File: config.mk
export PLATFORM = sky130hd
export DESIGN_NAME = m_issue_scoreboard
export DESIGN_NICKNAME = d
export VERILOG_FILES = /design/src/rtl/m_issue_scoreboard_pkg.sv /design/src/rtl/m_sat_counter.sv /design/src/rtl/m_issue_scoreboard.sv
export SDC_FILE = /design/constraint.sdc
export NUM_CORES = 1
export LEC_CHECK = 0
export CORE_UTILIZATION = 51
export DETAILED_ROUTE_END_ITERATION = 10
export GPL_TIMING_DRIVEN = 0
export HOLD_SLACK_MARGIN = 0.1
export PLACE_DENSITY = 0.87
export SYNTH_ARGS = -nofsm -noshare
export SYNTH_HDL_FRONTEND = slang
export SYNTH_SLANG_ARGS = --single-unit
File: constraint.sdc
create_clock -name clk -period 4 [get_ports clk]
set_input_delay 0.6 -clock clk [delete_from_list [all_inputs] [get_ports clk]]
set_output_delay 0.6 -clock clk [all_outputs]
set_load 0.005 [all_outputs]
File: src/rtl/m_issue_scoreboard_pkg.sv
// rtl/m_issue_scoreboard_pkg.sv - shared kinds, widths and operand-use helpers for the issue scoreboard
package m_issue_scoreboard_pkg;

    localparam int REG_SEL_W   = 5;
    localparam int STALL_CNT_W = 16;

    typedef enum logic [1:0] {
        KIND_NONE = 2'd0,
        KIND_RRR  = 2'd1,
        KIND_RRI  = 2'd2,
        KIND_RR   = 2'd3
    } e_kind;

    function automatic logic kind_uses_rs(e_kind k);
        return k != KIND_NONE;
    endfunction

    // RRI carries an immediate where rq would sit, so rq is not a real source
    function automatic logic kind_uses_rq(e_kind k);
        return (k == KIND_RRR) || (k == KIND_RR);
    endfunction

    function automatic logic kind_writes_rd(e_kind k);
        return (k == KIND_RRR) || (k == KIND_RRI);
    endfunction

endpackage

File: src/rtl/m_sat_counter.sv
// rtl/m_sat_counter.sv - up/down counter that stops at SAT and never underflows
module m_sat_counter #(
    parameter int               WIDTH = 8,
    parameter logic [WIDTH-1:0] SAT   = '1
) (
    input  logic             clk,
    input  logic             rst,
    input  logic             clr,
    input  logic             inc,
    input  logic             dec,
    output logic [WIDTH-1:0] count
);

    always_ff @(posedge clk) begin
        if (rst || clr) begin
            count <= '0;
        end else if (inc && !dec && count != SAT) begin
            count <= count + WIDTH'(1);
        end else if (dec && !inc && count != '0) begin
            count <= count - WIDTH'(1);
        end
    end

endmodule

File: src/rtl/m_issue_scoreboard.sv
// rtl/m_issue_scoreboard.sv - RAW/WAW scoreboard with one registered issue slot
// Optional retire-bypass of hazard and inflight checks: SCOREBOARD_BYPASS_EN
module m_issue_scoreboard
    import m_issue_scoreboard_pkg::*;
#(
    parameter int NUM_REGS     = 32,
    parameter int SEL_W        = REG_SEL_W,
    parameter int MAX_INFLIGHT = 4,
    parameter int ZERO_REG     = 1
) (
    input  logic                   clk,
    input  logic                   rst,
    input  logic                   flush,
    input  logic                   dec_valid,
    output logic                   dec_ready,
    input  e_kind                  dec_kind,
    input  logic [SEL_W-1:0]       rs_sel,
    input  logic [SEL_W-1:0]       rq_sel,
    input  logic [SEL_W-1:0]       rd,
    output logic                   iss_valid,
    input  logic                   iss_ready,
    output logic [SEL_W-1:0]       iss_rd,
    output e_kind                  iss_kind,
    input  logic                   wb_valid,
    input  logic [SEL_W-1:0]       wb_rd,
    output logic                   wb_err,
    output logic [STALL_CNT_W-1:0] stall_cnt
);

    localparam int INF_W = $clog2(NUM_REGS + 2);

    logic [NUM_REGS-1:0] pend;
    logic [NUM_REGS-1:0] pend_eff;
    logic [INF_W-1:0]    inflight;
    logic                use_rs, use_rq, write_rd, marks_rd;
    logic                hazard, retire, credit, inflight_ok, accept;

    assign retire = wb_valid & pend[wb_rd];

`ifdef SCOREBOARD_BYPASS_EN
    logic [NUM_REGS-1:0] wb_onehot;

    always_comb begin
        wb_onehot        = '0;
        wb_onehot[wb_rd] = wb_valid;
    end

    assign pend_eff = pend & ~wb_onehot;
    assign credit   = retire;
`else
    assign pend_eff = pend;
    assign credit   = 1'b0;
`endif

    always_comb begin
        use_rs      = kind_uses_rs(dec_kind);
        use_rq      = kind_uses_rq(dec_kind);
        write_rd    = kind_writes_rd(dec_kind);
        marks_rd    = write_rd & !((ZERO_REG != 0) && (rd == '0));
        hazard      = (use_rs & pend_eff[rs_sel]) | (use_rq & pend_eff[rq_sel])
                    | (write_rd & pend_eff[rd]);
        inflight_ok = inflight < (INF_W'(MAX_INFLIGHT) + INF_W'(credit));
        dec_ready   = !rst & !flush & !hazard & (!iss_valid | iss_ready)
                    & (!write_rd | inflight_ok);
        accept      = dec_valid & dec_ready;
    end

    // A register set by accept and cleared by retire in the same cycle stays pending
    always_ff @(posedge clk) begin
        if (rst || flush) begin
            pend <= '0;
        end else begin
            if (retire) begin
                pend[wb_rd] <= 1'b0;
            end
            if (accept && marks_rd) begin
                pend[rd] <= 1'b1;
            end
        end
    end

    always_ff @(posedge clk) begin
        if (rst) begin
            iss_valid <= 1'b0;
            iss_rd    <= '0;
            iss_kind  <= KIND_NONE;
            wb_err    <= 1'b0;
        end else begin
            wb_err <= wb_valid & !pend[wb_rd];
            if (flush) begin
                iss_valid <= 1'b0;
            end else if (accept) begin
                iss_valid <= 1'b1;
                iss_rd    <= rd;
                iss_kind  <= dec_kind;
            end else if (iss_ready) begin
                iss_valid <= 1'b0;
            end
        end
    end

    m_sat_counter #(
        .WIDTH (INF_W),
        .SAT   (INF_W'(MAX_INFLIGHT))
    ) u_inflight (
        .clk   (clk),
        .rst   (rst),
        .clr   (flush),
        .inc   (accept & marks_rd),
        .dec   (retire),
        .count (inflight)
    );

    m_sat_counter #(
        .WIDTH (STALL_CNT_W),
        .SAT   ({STALL_CNT_W{1'b1}})
    ) u_stall_cnt (
        .clk   (clk),
        .rst   (rst),
        .clr   (1'b0),
        .inc   (dec_valid & !dec_ready),
        .dec   (1'b0),
        .count (stall_cnt)
    );

endmodule
==> impl_metrics.prom, run 1 <==
# TYPE chip_impl_metric gauge
chip_impl_metric{name="mean_number_of_vias_per_cell",unit=""} 6.739
chip_impl_metric{name="design_power_total",unit="mW"} 1.382
chip_impl_info{name="maxUsedRoutingLayer",value="met4"} 1
chip_impl_metric{name="antenna_cells_inserted",unit=""} 0
chip_impl_metric{name="cts_num_sinks",unit=""} 63
chip_impl_metric{name="routed-wl-met2",unit="um"} 5941
chip_impl_metric{name="final-seq-area",unit="sq um"} 1261
chip_impl_metric{name="initial_antenna_violation_count",unit=""} 0
chip_impl_metric{name="p_per_area",unit="nW/um^2"} 268.9
chip_impl_metric{name="io_pins",unit=""} 54
chip_impl_metric{name="synth-seq-cells",unit=""} 63
chip_impl_metric{name="worst_setup_slack_final",unit="ns"} 0.07433
chip_impl_metric{name="worstSkewPairLatency",unit="ns"} 0.36
chip_impl_metric{name="wl_met1",unit="um"} 4912
chip_impl_info{name="synth_top_flop_cell",value="dfxtp_1"} 1
chip_impl_info{name="post_synth_main_area_contributors",value="dfxtp_1, mux4_2, mux2i_1"} 1
chip_impl_metric{name="final_antenna_net_count",unit=""} 0
chip_impl_info{name="netlist.top_cell.by_area",value="dfxtp_1"} 1
chip_impl_metric{name="drt_wl_total",unit="um"} 12690
chip_impl_info{name="grt_setup_unrepaired",value="false"} 1
chip_impl_info{name="synth.cells.most_frequent",value="dfxtp_1, o21ai_0, nand2_1, o211ai_1, mux2i_1"} 1
chip_impl_metric{name="route.detailed.wl_per_inst",unit="um"} 20.33
chip_impl_metric{name="synthesis.nets",unit=""} 492
chip_impl_metric{name="synth_edf_count",unit=""} 0
chip_impl_metric{name="worst_setup_hold_path_clk_slew",unit="ns"} 0.06
chip_impl_metric{name="fin_worst_skew",unit="ns"} 0.01335
chip_impl_metric{name="detailed_place.area",unit="sq um"} 4793
chip_impl_metric{name="dpl_worst_slack",unit="ns"} -0.7829
chip_impl_metric{name="rows",unit=""} 32
chip_impl_metric{name="num_vias",unit=""} 4205
chip_impl_metric{name="worst_ep_arrival_time",unit="ns"} 3.33
chip_impl_metric{name="layout-area-overhead-vs-synth",unit="%"} 21.65
chip_impl_metric{name="critPathRequiredTime",unit="ns"} 3.40
chip_impl_metric{name="static-leakage-power",unit="nW"} 1.876
chip_impl_metric{name="place.gp.congestion",unit=""} 0.9358
chip_impl_info{name="crit_path_start",value="rd[2]"} 1
chip_impl_metric{name="drt_pre_antenna_iters",unit=""} 6
chip_impl_metric{name="ys_types",unit=""} 58
chip_impl_metric{name="initial_standard_cell_utilization_of_the_core",unit="%"} 53.57
chip_impl_info{name="status",value="finished clean"} 1
chip_impl_info{name="clock_tree_from_tritoncts",value="done"} 1
chip_impl_metric{name="dieArea",unit="sq um"} 8653
chip_impl_metric{name="layout-drive-gt1-share",unit="%"} 19.73
chip_impl_metric{name="grt_util_all_layers",unit="%"} 30.33
chip_impl_metric{name="min_period",unit="ns"} 3.926
chip_impl_metric{name="dieHeight",unit="um"} 93.02
chip_impl_metric{name="tightestPinTransition",unit="ns"} 1.279
chip_impl_metric{name="floorplan.die.width",unit="um"} 93.02
chip_impl_metric{name="multi_input_comb_area",unit="sq um"} 2863
chip_impl_metric{name="finalSetupViolations",unit=""} 0
chip_impl_info{name="worst-setup-path-type",value="in -> out"} 1
chip_impl_metric{name="filler_cell_count",unit=""} 601
chip_impl_metric{name="hold_violations",unit=""} 0
chip_impl_metric{name="synth-seq-area-share",unit="%"} 29.85
chip_impl_metric{name="synth.avg_cell_area",unit="sq um"} 9.307
chip_impl_metric{name="worst_r2r_path_depth",unit=""} 14
chip_impl_info{name="end_kind",value="primary output"} 1
chip_impl_metric{name="clockBufferDepth",unit=""} 2
chip_impl_metric{name="num-nets-final",unit=""} 555
chip_impl_metric{name="cts-htree-levels",unit=""} 3
chip_impl_metric{name="cap_viol_max_count",unit=""} 0
chip_impl_metric{name="post-route-cell-area",unit="sq um"} 5140
chip_impl_metric{name="timing.final.max_slew_violations",unit=""} 0
chip_impl_metric{name="timing.fmax",unit="MHz"} 254.7
chip_impl_metric{name="postSynthCellCount",unit=""} 454
chip_impl_metric{name="final-instance-count-excl-fill",unit=""} 624
chip_impl_metric{name="grt_first_pass_wirelength",unit="um"} 20280
chip_impl_metric{name="place_inst",unit=""} 600
chip_impl_metric{name="cts_made_buffers",unit=""} 9
chip_impl_metric{name="critical_path.max_fanout",unit=""} 10
chip_impl_metric{name="met3WireLength",unit="um"} 1345
chip_impl_metric{name="layout.core_utilization",unit="%"} 65.16
chip_impl_metric{name="dp_hpwl",unit="um"} 8854
chip_impl_metric{name="remaining_global_route_overflow",unit=""} 0
chip_impl_metric{name="port_buffers",unit=""} 44
chip_impl_metric{name="post-synth-top-area-fraction",unit="%"} 29.85
chip_impl_metric{name="slew_headroom",unit="%"} 13.50
chip_impl_info{name="reg2reg_to",value="u_inflight.count[5]"} 1
chip_impl_metric{name="synth_async_sr_flop_share",unit="%"} 0
chip_impl_metric{name="fp.coreArea",unit="sq um"} 7888
chip_impl_info{name="worst_r2r_startpoint",value="pend[3]"} 1
chip_impl_info{name="endpoint",value="dec_ready"} 1
chip_impl_metric{name="min_period_over_period",unit="%"} 98.14
chip_impl_metric{name="timing.reg2reg.setup_slack",unit="ns"} 0.65
chip_impl_info{name="timing.hold.worst.class",value="reg -> reg"} 1
chip_impl_metric{name="vias_in_the_first_global_route",unit=""} 4112
chip_impl_metric{name="drc",unit=""} 0
chip_impl_metric{name="synthesis.area",unit="sq um"} 4225
chip_impl_metric{name="initial_drc_count",unit=""} 721
chip_impl_metric{name="yosysWarningCount",unit=""} 0
chip_impl_info{name="yosys.cell_count.top_type",value="dfxtp_1"} 1
chip_impl_metric{name="max-vdd-ir-drop",unit="mV"} 0.1508
chip_impl_info{name="clock-root-buffer",value="clkbuf_8"} 1
chip_impl_metric{name="grt_start_max_net_pins",unit=""} 13
chip_impl_info{name="critPathLaunchType",value="input pin"} 1
## metal layers
layer | vias up | global-route usage (%)
met5 | - | 0
met4 | 0 | 13.97
met3 | 73 | 9.187
met2 | 289 | 49.45
met1 | 1984 | 36.69
li1 | 1859 | -
## repair_timing
action                     CTS  global route
setup endpoints to repair    3             2
gates resized for setup     13            14
buffers inserted             4             4
pin swaps                    4             4
hold buffers                 0             0
## final cells by class
| type | count | area share, % |
|---|---|---|
| repair buffers | 52 | 9.713 |
| clock inverters | 5 | 0.7790 |
| multi-input cells | 349 | 55.70 |
| plain buffers | 27 | 2.751 |
| well taps | 102 | 2.483 |
| inverters | 15 | 1.095 |
| clock buffers | 11 | 2.945 |
| flip-flops and latches | 63 | 24.54 |
## logic make-up after synthesis
family	synth area share (%)
xor gates and xnor gates	0.4146
muxes	23.57
and+or+nand+nor	20.88
AOI/OAI and AO/OA	17.77
adders and majority gates	3.139
buffers and inverters	4.382
DFF	29.85
## how the worst min path moves through the flow
stage	slack [ns]	endpoint	cells past startpoint	startpoint
after detailed placement	0.48	u_inflight.count[4]	2	u_inflight.count[4]
after CTS	0.49	u_inflight.count[4]	2	u_inflight.count[4]
after global routing	0.51	u_inflight.count[4]	2	u_inflight.count[4]
after global placement	0.46	u_inflight.count[5]	2	u_inflight.count[5]
after floorplan	0.44	u_inflight.count[5]	2	u_inflight.count[5]
final	0.48	u_inflight.count[4]	2	u_inflight.count[4]
## where the power goes
group	internal, mW	total, mW	switching (mW)
clock network	0.264	0.539	0.275
registers	0.635	0.642	0.00710
logic	0.0910	0.201	0.110
total	0.990	1.38	0.392
## cells in the final DEF (no fill, tap or decap), types with 8 or more instances in the layout
cell and count:
a21oi_1 17, buf_4 10, clkbuf_1 12, clkbuf_8 11, clkdlybuf4s50_1 43, dfxtp_1 63
ha_1 8, inv_1 15, mux2_2 19, mux2i_1 23, mux4_2 20, nand2_1 31
nand2b_1 10, nand3_1 20, nand3b_1 9, nor2_1 19, nor2b_1 16, nor3_1 8
o211ai_1 26, o21ai_0 41, or3_1 11
## registers in the layout, indices dropped and copies added (netlist names)
| register | flops |
|---|---|
| u_stall_cnt.count | 16 |
| iss_kind | 2 |
| iss_valid | 1 |
| wb_err | 1 |
| pend | 32 |
| u_inflight.count | 6 |
| iss_rd | 5 |
## metrics by stage
stage | setup TNS [ns] | hold slack [ns]
2_1_floorplan | 0 | 0.4390
3_3_place_gp | -1.682 | 0.4618
3_5_place_dp | -2.426 | 0.4771
4_1_cts | 0 | 0.4861
5_1_grt | 0 | 0.5071
6_report | 0 | 0.4797
## worst max-delay path: stages
cell             delay, ns
clkdlybuf4s50_1       0.50
buf_4                 0.18
nand3b_1              0.23
o22ai_1               0.17
nor4_2                0.35
o211ai_1              0.16
buf_4                 0.18
a211oi_4              0.28
buf_6                 0.18
clkdlybuf4s50_1       0.50
No activity file was read; power rests on OpenSTA's default activity.
==> inputs of run 2 (changes only) <==
- CAP_MARGIN: not set -> 20
- MAX_ROUTING_LAYER: not set -> met4
==> impl_metrics.prom, run 2 (synthesized netlist as in run 1, its figures left out) <==
# TYPE chip_impl_metric gauge
chip_impl_info{name="status",value="finished clean"} 1
chip_impl_metric{name="route.detailed.wl_per_inst",unit="um"} 20.19
chip_impl_info{name="final_common_cell",value="dfxtp_1"} 1
chip_impl_metric{name="rows",unit=""} 32
chip_impl_info{name="largest_registers_in_the_final_layout",value="pend x32, u_stall_cnt.count x16, u_inflight.count x6"} 1
chip_impl_metric{name="layout-drive-gt1-share",unit="%"} 19.69
chip_impl_metric{name="slew_headroom",unit="%"} 52.84
chip_impl_info{name="highest_delay_cell_along_the_critical_path",value="clkdlybuf4s50_1"} 1
chip_impl_metric{name="post-route-cell-area",unit="sq um"} 5149
chip_impl_metric{name="cts-htree-levels",unit=""} 3
chip_impl_metric{name="fp.coreArea",unit="sq um"} 7888
chip_impl_metric{name="critical_path.max_fanout",unit=""} 10
chip_impl_metric{name="io_pins",unit=""} 54
chip_impl_metric{name="grt_first_pass_wirelength",unit="um"} 20100
chip_impl_metric{name="power.share.switching",unit="%"} 28.46
chip_impl_info{name="end_kind",value="primary output"} 1
chip_impl_info{name="worst_r2r_startpoint",value="pend[3]"} 1
chip_impl_info{name="clock-root-buffer",value="clkbuf_8"} 1
chip_impl_metric{name="detailed_place.area",unit="sq um"} 4798
chip_impl_metric{name="port_buffers",unit=""} 44
chip_impl_metric{name="power_report.internal_total",unit="mW"} 0.9914
chip_impl_metric{name="final-seq-area",unit="sq um"} 1261
chip_impl_metric{name="design_power_total",unit="mW"} 1.386
chip_impl_metric{name="floorplan.die.width",unit="um"} 93.02
chip_impl_metric{name="hold_violations",unit=""} 0
chip_impl_info{name="crit_chain",value="clkdlybuf4s50_1 > buf_4 > nand3b_1 > o22ai_1 > nor4_2 > o211ai_1 > buf_4 > a211oi_4 > buf_6 > clkdlybuf4s50_1"} 1
chip_impl_metric{name="vias_in_the_first_global_route",unit=""} 4138
chip_impl_info{name="critPathLaunchType",value="input pin"} 1
chip_impl_info{name="crit_path_start",value="rd[2]"} 1
chip_impl_metric{name="critPathRequiredTime",unit="ns"} 3.40
chip_impl_info{name="clock_tree_from_tritoncts",value="done"} 1
chip_impl_metric{name="fin_worst_skew",unit="ns"} 0.02081
chip_impl_metric{name="worst_setup_hold_path_clk_slew",unit="ns"} 0.08
chip_impl_metric{name="cp_slowest_stage_delay",unit="ns"} 0.50
chip_impl_info{name="worst-setup-path-type",value="in -> out"} 1
chip_impl_metric{name="max-vdd-ir-drop",unit="mV"} 0.1502
chip_impl_metric{name="cap_viol_max_count",unit=""} 0
chip_impl_metric{name="worst_setup_slack_final",unit="ns"} 0.1248
chip_impl_info{name="delay_heaviest_family_cp",value="buffers and inverters"} 1
chip_impl_metric{name="multi_input_comb_area",unit="sq um"} 2860
chip_impl_metric{name="power.share.combinational",unit="%"} 14.7
chip_impl_metric{name="drc",unit=""} 0
chip_impl_metric{name="min_period",unit="ns"} 3.875
chip_impl_metric{name="dp_hpwl",unit="um"} 8930
chip_impl_metric{name="layout-area-overhead-vs-synth",unit="%"} 21.85
chip_impl_metric{name="num-nets-final",unit=""} 556
chip_impl_metric{name="mean_number_of_vias_per_cell",unit=""} 6.771
chip_impl_info{name="timing.hold.worst.class",value="reg -> reg"} 1
chip_impl_metric{name="initial_drc_count",unit=""} 485
chip_impl_metric{name="grt_util_all_layers",unit="%"} 30.82
chip_impl_metric{name="final_antenna_net_count",unit=""} 0
chip_impl_info{name="grt_setup_unrepaired",value="false"} 1
chip_impl_metric{name="initial_standard_cell_utilization_of_the_core",unit="%"} 53.57
chip_impl_metric{name="timing.fmax",unit="MHz"} 258.1
chip_impl_metric{name="place.gp.congestion",unit=""} 0.9498
chip_impl_metric{name="drt_pre_antenna_iters",unit=""} 5
chip_impl_metric{name="cts_made_buffers",unit=""} 9
chip_impl_metric{name="min_period_over_period",unit="%"} 96.88
chip_impl_metric{name="power.share.sequential",unit="%"} 46.4
chip_impl_metric{name="cts_num_sinks",unit=""} 63
chip_impl_metric{name="max_ffs_per_register",unit=""} 32
chip_impl_metric{name="dpl_worst_slack",unit="ns"} -0.7603
chip_impl_metric{name="static-leakage-power",unit="nW"} 1.875
chip_impl_metric{name="drt_wl_total",unit="um"} 12620
chip_impl_info{name="hold_path.startpoint",value="iss_kind[1]"} 1
chip_impl_metric{name="initial_antenna_violation_count",unit=""} 0
chip_impl_metric{name="tightestPinTransition",unit="ns"} 0.6976
chip_impl_metric{name="worst_ep_arrival_time",unit="ns"} 3.28
chip_impl_metric{name="remaining_global_route_overflow",unit=""} 0
chip_impl_metric{name="switchingPower",unit="mW"} 0.3943
chip_impl_metric{name="num_vias",unit=""} 4232
chip_impl_metric{name="dieHeight",unit="um"} 93.02
chip_impl_metric{name="worstSkewPairLatency",unit="ns"} 0.36
chip_impl_metric{name="antenna_cells_inserted",unit=""} 0
chip_impl_metric{name="dieArea",unit="sq um"} 8653
chip_impl_metric{name="filler_cell_count",unit=""} 609
chip_impl_info{name="register_name_with_the_most_flops",value="pend"} 1
chip_impl_metric{name="grt_start_max_net_pins",unit=""} 13
chip_impl_metric{name="clockBufferDepth",unit=""} 2
chip_impl_metric{name="p_clk_share",unit="%"} 39.0
chip_impl_metric{name="number_of_buffer_and_inverter_stages_on_the_critical_path",unit=""} 5
chip_impl_metric{name="p_per_area",unit="nW/um^2"} 269.1
chip_impl_metric{name="finalSetupViolations",unit=""} 0
chip_impl_metric{name="timing.final.max_slew_violations",unit=""} 0
chip_impl_info{name="final_cell_mix",value="dfxtp_1, clkdlybuf4s50_1, o21ai_0"} 1
chip_impl_metric{name="layout.core_utilization",unit="%"} 65.28
==> run 2: cell types whose count changed in the layout (fill, tap and decap cells not counted), sizes merged <==
cell / change
clkinv: -1
dlygate4sd2: -1
dlymetal6s2s: +1
clkinvlp: +1
clkbuf: +1
==> run 2: area by class of cell <==
class                           count  share of cell area (%)
Multi-Input combinational cell    349                   55.55
Sequential cell                    63                   24.50
Timing Repair Buffer               53                   9.866
Clock buffer                       11                   2.940
Buffer                             27                   2.819
Tap cell                          102                   2.479
Inverter                           15                   1.094
Clock inverter                      5                  0.7533
==> run 2: timing repair <==
| action | in CTS | in global routing |
|---|---|---|
| endpoints found under the setup margin | 2 | 2 |
| buffers inserted | 6 | 2 |
| hold buffers | 0 | 0 |
| resized for setup | 14 | 11 |
| pin swaps | 4 | 5 |
==> run 2: path summary, 6_finish.rpt <==
| path | endpoint | depth (start not counted) | slack [ns] |
|---|---|---|---|
| max | dec_ready | 10 | 0.12 |
| min | iss_kind[1] | 2 | 0.48 |
| max reg2reg | u_inflight.count[5] | 14 | 0.61 |
| min reg2reg | iss_kind[1] | 2 | 0.48 |
==> run 2: tightest hold or removal path: cells and delay by family, from the launching register on <==
family | cells | cell delay (ns)
AND/OR/NAND/NOR | 1 | 0.06
flip-flops | 1 | 0.32
multiplexers | 1 | 0.06
==> run 2: through the flow <==
stage / instances / setup TNS, ns / hold WS (ns)
finish: 625 / 0 / 0.4838
global route: 625 / 0 / 0.5171
CTS: 623 / 0 / 0.4907
detailed placement: 601 / -2.274 / 0.4785
global placement: 600 / -1.678 / 0.4619
floorplan: 454 / 0 / 0.4390
==> run 2: layer usage <==
metal,vias up,GRT usage (%),wire length (um)
li1,1868,-,-
met1,2025,37.36,4867
met2,299,48.84,6018
met3,40,7.642,1388
met4,0,13.46,346
met5,-,-,0
==> run 2: power by group through the flow <==
stage | registers [mW] | clock network (mW) | logic (mW)
2_1_floorplan | 0.655 | 0 | 0.112
3_3_place_gp | 0.656 | 0 | 0.179
3_5_place_dp | 0.657 | 0 | 0.183
4_1_cts | 0.642 | 0.536 | 0.195
5_1_grt | 0.643 | 0.569 | 0.217
6_report | 0.642 | 0.540 | 0.203
